### config.mk
export PLATFORM = sky130hd
export DESIGN_NAME = coffee_order_scheduler
export DESIGN_NICKNAME = d
export VERILOG_FILES = /design/src/rtl/coffee_order_scheduler.sv
export SDC_FILE = /design/constraint.sdc
export NUM_CORES = 1
export LEC_CHECK = 0
export ABC_AREA = 1
export CAP_MARGIN = 20
export CORE_MARGIN = 5
export CORE_UTILIZATION = 54
export DETAILED_ROUTE_END_ITERATION = 16
export GPL_ROUTABILITY_DRIVEN = 0
export PLACE_DENSITY_LB_ADDON = 0.15
export SLEW_MARGIN = 20
export SYNTH_ARGS = -nofsm -noshare
export SYNTH_HDL_FRONTEND = slang
export SYNTH_SLANG_ARGS = --single-unit
### constraint.sdc
create_clock -name clk -period 2.18 [get_ports clk]
set_input_delay 0.327 -clock clk [delete_from_list [all_inputs] [get_ports clk]]
set_output_delay 0.327 -clock clk [all_outputs]
set_load 0.01 [all_outputs]
### src/rtl/coffee_order_scheduler.sv
// Round-robin scheduler sharing one coffee machine between N_REQ stations.
// Latches orders, grants one station, tracks machine status to completion.
module coffee_order_scheduler #(
  parameter int N_REQ           = 4,
  parameter int TIMEOUT_CYCLES  = 1000,
  parameter int COOLDOWN_CYCLES = 4
) (
  input  logic             clk,
  input  logic             reset,
  input  logic [N_REQ-1:0] req,
  input  logic [N_REQ-1:0] req_milk,
  input  logic [2:0]       th_m,
  output logic             mach_start,
  output logic             mach_milk,
  output logic [N_REQ-1:0] grant,
  output logic [N_REQ-1:0] served,
  output logic [N_REQ-1:0] pending,
  output logic             busy,
  output logic             need_milk,
  output logic             fault
);

  localparam int PW = $clog2(N_REQ);
  localparam int TW = $clog2(TIMEOUT_CYCLES + 1);
  localparam int CW = (COOLDOWN_CYCLES > 0) ?
                      $clog2(COOLDOWN_CYCLES + 1) : 1;

  typedef enum logic [2:0] {
    IDLE,
    START,
    WAIT_BUSY,
    WAIT_DONE,
    COOLDOWN
  } state_t;

  state_t           state_q, state_d;
  logic [N_REQ-1:0] pending_q, pending_d;
  logic [N_REQ-1:0] milk_q, milk_d;
  logic [N_REQ-1:0] grant_q, grant_d;
  logic [N_REQ-1:0] served_q, served_d;
  logic             mach_milk_q, mach_milk_d;
  logic             fault_q, fault_d;
  logic [PW-1:0]    ptr_q, ptr_d;
  logic [TW-1:0]    tcnt_q, tcnt_d;
  logic [CW-1:0]    ccnt_q, ccnt_d;

  logic             found;
  logic [PW-1:0]    win;
  logic [N_REQ-1:0] win_oh;
  logic [N_REQ-1:0] clr;
  logic             done_code;
  logic             standby;
  logic             t_hit;
  logic             in_wait;

  // Scan upward from ptr+1 with wrap; ptr itself is checked last.
  always_comb begin
    found = 1'b0;
    win   = ptr_q;
    for (int k = 1; k <= N_REQ; k++) begin
      if (!found && pending_q[(int'(ptr_q) + k) % N_REQ]) begin
        found = 1'b1;
        win   = PW'((int'(ptr_q) + k) % N_REQ);
      end
    end
  end

  assign win_oh    = N_REQ'(1) << win;
  assign done_code = (th_m == 3'b101) || (th_m == 3'b110);
  assign standby   = (th_m == 3'b000) || (th_m == 3'b111);
  assign t_hit     = (tcnt_q >= TW'(TIMEOUT_CYCLES - 1));
  assign in_wait   = (state_q == WAIT_BUSY) ||
                     (state_q == WAIT_DONE);

  always_comb begin
    state_d     = state_q;
    pending_d   = pending_q;
    milk_d      = milk_q;
    grant_d     = grant_q;
    served_d    = '0;
    mach_milk_d = mach_milk_q;
    fault_d     = fault_q;
    ptr_d       = ptr_q;
    tcnt_d      = tcnt_q;
    ccnt_d      = ccnt_q;
    clr         = '0;

    unique case (state_q)
      IDLE: begin
        if (found) begin
          clr         = win_oh;
          grant_d     = win_oh;
          mach_milk_d = milk_q[win];
          ptr_d       = win;
          state_d     = START;
        end
      end
      START: begin
        tcnt_d  = '0;
        state_d = WAIT_BUSY;
      end
      WAIT_BUSY, WAIT_DONE: begin
        if (tcnt_q != TW'(TIMEOUT_CYCLES)) begin
          tcnt_d = tcnt_q + TW'(1);
        end
        // Completion wins over a timeout landing in the same cycle.
        if ((state_q == WAIT_DONE) && done_code) begin
          served_d    = grant_q;
          grant_d     = '0;
          mach_milk_d = 1'b0;
          ccnt_d      = '0;
          state_d     = COOLDOWN;
        end else if (t_hit) begin
          fault_d     = 1'b1;
          grant_d     = '0;
          mach_milk_d = 1'b0;
          ccnt_d      = '0;
          state_d     = COOLDOWN;
        end else if ((state_q == WAIT_BUSY) && !standby) begin
          state_d = WAIT_DONE;
        end
      end
      COOLDOWN: begin
        if (ccnt_q != CW'(COOLDOWN_CYCLES)) begin
          ccnt_d = ccnt_q + CW'(1);
        end else if (standby) begin
          state_d = IDLE;
        end
      end
      default: state_d = IDLE;
    endcase

    // A slot freed by this cycle's grant may take a new order at once.
    for (int i = 0; i < N_REQ; i++) begin
      if (req[i] && (!pending_q[i] || clr[i])) begin
        pending_d[i] = 1'b1;
        milk_d[i]    = req_milk[i];
      end else if (clr[i]) begin
        pending_d[i] = 1'b0;
      end
    end
  end

  always_ff @(posedge clk) begin
    if (!reset) begin
      state_q     <= IDLE;
      pending_q   <= '0;
      milk_q      <= '0;
      grant_q     <= '0;
      served_q    <= '0;
      mach_milk_q <= 1'b0;
      fault_q     <= 1'b0;
      ptr_q       <= PW'(N_REQ - 1);
      tcnt_q      <= '0;
      ccnt_q      <= '0;
    end else begin
      state_q     <= state_d;
      pending_q   <= pending_d;
      milk_q      <= milk_d;
      grant_q     <= grant_d;
      served_q    <= served_d;
      mach_milk_q <= mach_milk_d;
      fault_q     <= fault_d;
      ptr_q       <= ptr_d;
      tcnt_q      <= tcnt_d;
      ccnt_q      <= ccnt_d;
    end
  end

  assign mach_start = (state_q == START);
  assign mach_milk  = mach_milk_q;
  assign grant      = grant_q;
  assign served     = served_q;
  assign pending    = pending_q;
  assign busy       = (state_q != IDLE);
  assign need_milk  = in_wait && (th_m == 3'b100);
  assign fault      = fault_q;

endmodule

Word-level counts from Yosys, hierarchy flattened
Cells that the tools add are included.
W data, S select, Z words.
{"block": "word_totals", "register_bits": 36, "in_bits": 13, "output_inout_bits": 17, "word_cells": 151}
{"block": "op_classes", "n_bitwise": 5, "n_addsub": 6, "order_cmp": 6, "mux": 53, "n_eq_ne": 17, "n_reduce_logical": 47, "shift": 1}
{"cell": "$mux W3", "count": 9}
{"cell": "$mux W1", "count": 24}
{"cell": "$mux W4", "count": 5}
{"cell": "$pmux W10 S2", "count": 1}
{"cell": "$lt A3 B4 Y1 const B", "count": 4}
{"cell": "$eq A3 B3 Y1 const B", "count": 5}
{"cell": "$reduce_bool A2 Y1", "count": 7}
{"cell": "$pmux W3 S4", "count": 1}
{"cell": "$reduce_and A3 Y1", "count": 4}
{"cell": "$add A10 B1 Y10 const B", "count": 1}
{"cell": "$bmux W1 S2", "count": 5}
{"cell": "$ge A10 B10 Y1 const B", "count": 1}
{"cell": "$logic_and A1 B1 Y1", "count": 10}
{"cell": "$mux W10", "count": 1}
{"cell": "$ne A10 B10 Y1 const B", "count": 1}
{"cell": "$ne A2 B2 Y1 const B", "count": 5}
{"cell": "$reduce_or A2 Y1", "count": 5}
{"cell": "$logic_not A1 Y1", "count": 8}
{"cell": "$mux W2", "count": 4}
{"cell": "$pmux W4 S2", "count": 1}
{"cell": "$logic_or A1 B1 Y1", "count": 7}
{"cell": "$eq A3 B2 Y1 const B", "count": 2}
{"cell": "$logic_not A3 Y1", "count": 2}
{"cell": "$ne A3 B3 Y1 const B", "count": 2}
{"cell": "other kinds (14)", "count": 20}

Longest topological paths before layout
{"block": "logic_depth", "word_depth": 22, "mapped_depth": 16, "depth_no_buf": 15}

Worst setup path before layout
No wires, ideal clock.
{"block": "synth_path", "kind": "flip-flop to flip-flop", "startpoint": "register state_q[0]", "endpoint": "register tcnt_q[6]", "t_arrival_ps": 1551, "synth_period_minus_slack_ps": 1673, "setup_time_ps": 122, "path_slack_ps": 507, "path_buffers": 0, "stages_incl_launch_ff": 10, "cell_sequence": "dfxtp_1 inv_1 nor3_1 inv_1 nand2_1 inv_1 nor2_1 nand2_1 o21ai_0 a21oi_1"}
{"block": "synth_via", "word_cells_on_any_way": 8}
{"item": "start: declaration", "line": "36", "text": "state_t state_q, state_d;"}
{"item": "start signal: assignment", "line": "157", "text": "state_q <= state_d;"}
{"item": "$eq A3 B1 Y1 (*)"}
{"item": "named net mach_start", "line": "13", "text": "output logic mach_start,"}
{"item": "$reduce_bool A2 Y1 (no source line)"}
{"item": "$reduce_and A2 Y1 (no source line)"}
{"item": "end signal: assignment", "line": "165", "text": "tcnt_q <= tcnt_d;"}
{"item": "end: declaration", "line": "44", "text": "logic [TW-1:0] tcnt_q, tcnt_d;"}
The timed path passes the listed nets; every way through them passes the cells marked *.
A chain may end at the register's enable or synchronous reset.

Worst setup path in the final report
{"block": "layout_path", "startpoint": "input th_m[1]", "endpoint": "output need_milk"}
{"block": "layout_via", "elab_chain_cells": 2}
{"item": "start: declaration", "line": "12", "text": "input logic [2:0] th_m,"}
{"item": "$eq A3 B3 Y1", "line": "176", "text": "assign need_milk = in_wait && (th_m == 3'b100);"}
{"item": "$logic_and A1 B1 Y1", "line": "176"}
{"item": "end: declaration", "line": "19", "text": "output logic need_milk,"}
Every way passes these cells.

==> reports/qor.yml <==
status: "finished clean"
fillers: 331
antenna_cells: 0
dieArea_mm2: 0.00504
grt_max_degree: 23
ys_top_cells_by_area: "dfxtp_1, nand2_1, inv_1, a21oi_1, nand3_1"
slowest_delay_ns: 0.57
cts.sinks: 36
syn_nets: 318
period_needed_ns: 2.16
dpl_worst_slack_ns: 0.0389
cts.clk_slew.worst_paths_ns: 0.07
path_max_fanout: 3
chipWidth_um: 71.0
core-area_mm2: 0.00363
grt_first_pass_wirelength_um: 7890
max_freq_mhz: 464
vias_per_cell: 5.04
hold_violations: 0
place_area_mm2: 0.00236
synth-edff-count: 0
synth_area_mm2: 0.00201
synth_common_cells: "nand2_1, inv_1, dfxtp_1"
tightest_slew_ns: 0.701
ys_ff_latch: 36
clock_latency_ns: 0.29
cp-start-kind: "primary input"
async_flop_share: 0
yosysSeqAreaShare: 0.358
port_buffers: 29
synth_cell_types: 27
pin_count: 30
yosysWarnings: 0
p_leak_nw: 1.09
p_total_mw: 2.91
synth.top_cell.area_share: 0.358
wl_um: 4400
cpMostUsedCell: "clkdlybuf4s50_1"
dr.pass1.iters: 4
multi_input_area_mm2: 0.00109
cp_num_buf_inv: 2
area_delta_synth_final_pct: 23.1
synth_area_per_cell_um2: 6.68
fp-row-count: 22
start_util: 0.553
worst-setup-path-type: "primary input to output pin"
power_density_mw_per_mm2: 1180
fin_area_mm2: 0.00247
min_period_over_period: 0.989
slew_headroom: 0.532
postLayoutCoreUtil: 0.681
max-vdd-ir-drop_mv: 0.655
final_nets: 353
finalSetupViolCount: 0
final-seq-area_um2: 721
synthCells: 301
first_iter_violations: 148
overflow: 0
yosysMostFrequentCell: "nand2_1"
grt_util_all_layers: 0.192
ys.flop_type: "dfxtp_1"
drive_gt1_frac: 0.107
max_cap_violations: 0
ant_nets: 0
drv_slew: 0
htree_levels: 2
path_delay_family: "buffers and inverters"
finalWorstSetupSlack_ns: 0.0239
synth_top_cell_by_area: "dfxtp_1"
cp_slowest_cell: "clkdlybuf4s50_1"
first_global_vias: 1839
hp-class: "flop to flop"
crit_required_ns: 1.85
drc: 0
cp-end-kind: "output pin"
die_y_um: 71.0
cts_setup_buffers: 0
post_drt_wl_per_cell_um: 11.4
cts_tree: "built"
dp.final_hpwl_um: 3450
arrival_ns: 1.83
cts_buffers: 5
path_cells: "clkdlybuf4s50_1 > or2_2 > nor3_1 > clkdlybuf4s50_1"
vias: 1942
rsz0062_at_grt: "false"
antenna_found_initial: 0
clockBufferDepth: 2
skew_ns: 0.00722
clock-root-buffer: "clkbuf_8"
setup_tns_ns: 0
repair_timing:
item / CTS / global route
resized for setup: 1 / 0
setup endpoints to repair: 1 / 0
endpoints found under the hold margin: 0 / 0
hold buffers: 0 / 0
kinds of logic after synthesis:
family / synth area share
AOI/OAI and AO/OA: 0.108
DFF: 0.358
adders and majority gates: 0.0249
buffers and inverters: 0.101
muxes: 0.00498
and+or+nand+nor: 0.385
xor gates and xnor gates: 0.0174
metal layers:
metal,wire length (um),GRT usage,part of all wire
met1,2010,0.230,0.46
met2,2190,0.346,0.50
met3,166,0.0384,0.038
met4,38,0.0543,0.0086
met5,0,0,0
worst reg2reg max path, cell delays in order, from the launching register on:
cell and delay [ns]:
dfxtp_1 0.31, inv_1 0.24, nand2_1 0.11, nand2_2 0.12
nand2_4 0.08, nand2_4 0.12, clkinv_2 0.08, nand3_4 0.08
inv_1 0.06, nand2_1 0.05, nand2_1 0.11, nand2_1 0.12
nand2_1 0.09, a21oi_1 0.17, nor2_2 0.05
worst paths after layout:
kind,slack (ns),to,depth (start not counted),startpoint
max,0.02,need_milk,4,th_m[1]
min,0.45,served[0],2,grant[0]
max reg2reg,0.30,milk_q[0],14,ptr_q[0]
min reg2reg,0.45,served[0],2,grant[0]
flip-flops by register name (all words and copies together), names as in the netlist:
name,flops
tcnt_q,10
served,4
ptr_q,2
ccnt_q,3
grant,4
fault,1
state_q,3
pending,4
milk_q,4
mach_milk,1
where the power goes:
part,total [mW],switching (mW),leakage [nW],internal (mW)
logic,1.48,0.931,0.746,0.545
clock network,0.583,0.245,0.0541,0.338
registers,0.853,0.0851,0.294,0.768
layout make-up:
| class | instances | area share |
|---|---|---|
| Clock inverter | 3 | 0.0172 |
| Multi-Input combinational cell | 213 | 0.440 |
| Timing Repair Buffer | 32 | 0.126 |
| Tap cell | 48 | 0.0243 |
| Clock buffer | 5 | 0.0278 |
| Sequential cell | 36 | 0.291 |
| Inverter | 48 | 0.0733 |
cell usage in the layout (no fill, tap or decap), types with 3 or more instances in the layout:
cell type,count
a211oi_1,3
a21oi_1,28
buf_4,3
clkbuf_8,5
clkdlybuf4s50_1,29
dfxtp_1,36
ha_1,4
inv_1,45
nand2_1,76
nand2_2,9
nand2_4,4
nand3_1,25
nand4_1,6
nor2_1,22
nor2_2,4
nor3_1,10
o21ai_0,8
xor2_1,3
per-stage QoR:
| stage | hold slack, ns | instances |
|---|---|---|
| finish | 0.447 | 385 |
| floorplan | 0.448 | 301 |
| global placement | 0.433 | 377 |
| global route | 0.470 | 385 |
| detailed placement | 0.441 | 377 |
| CTS | 0.452 | 385 |
Power figures use the tool's default switching activity.
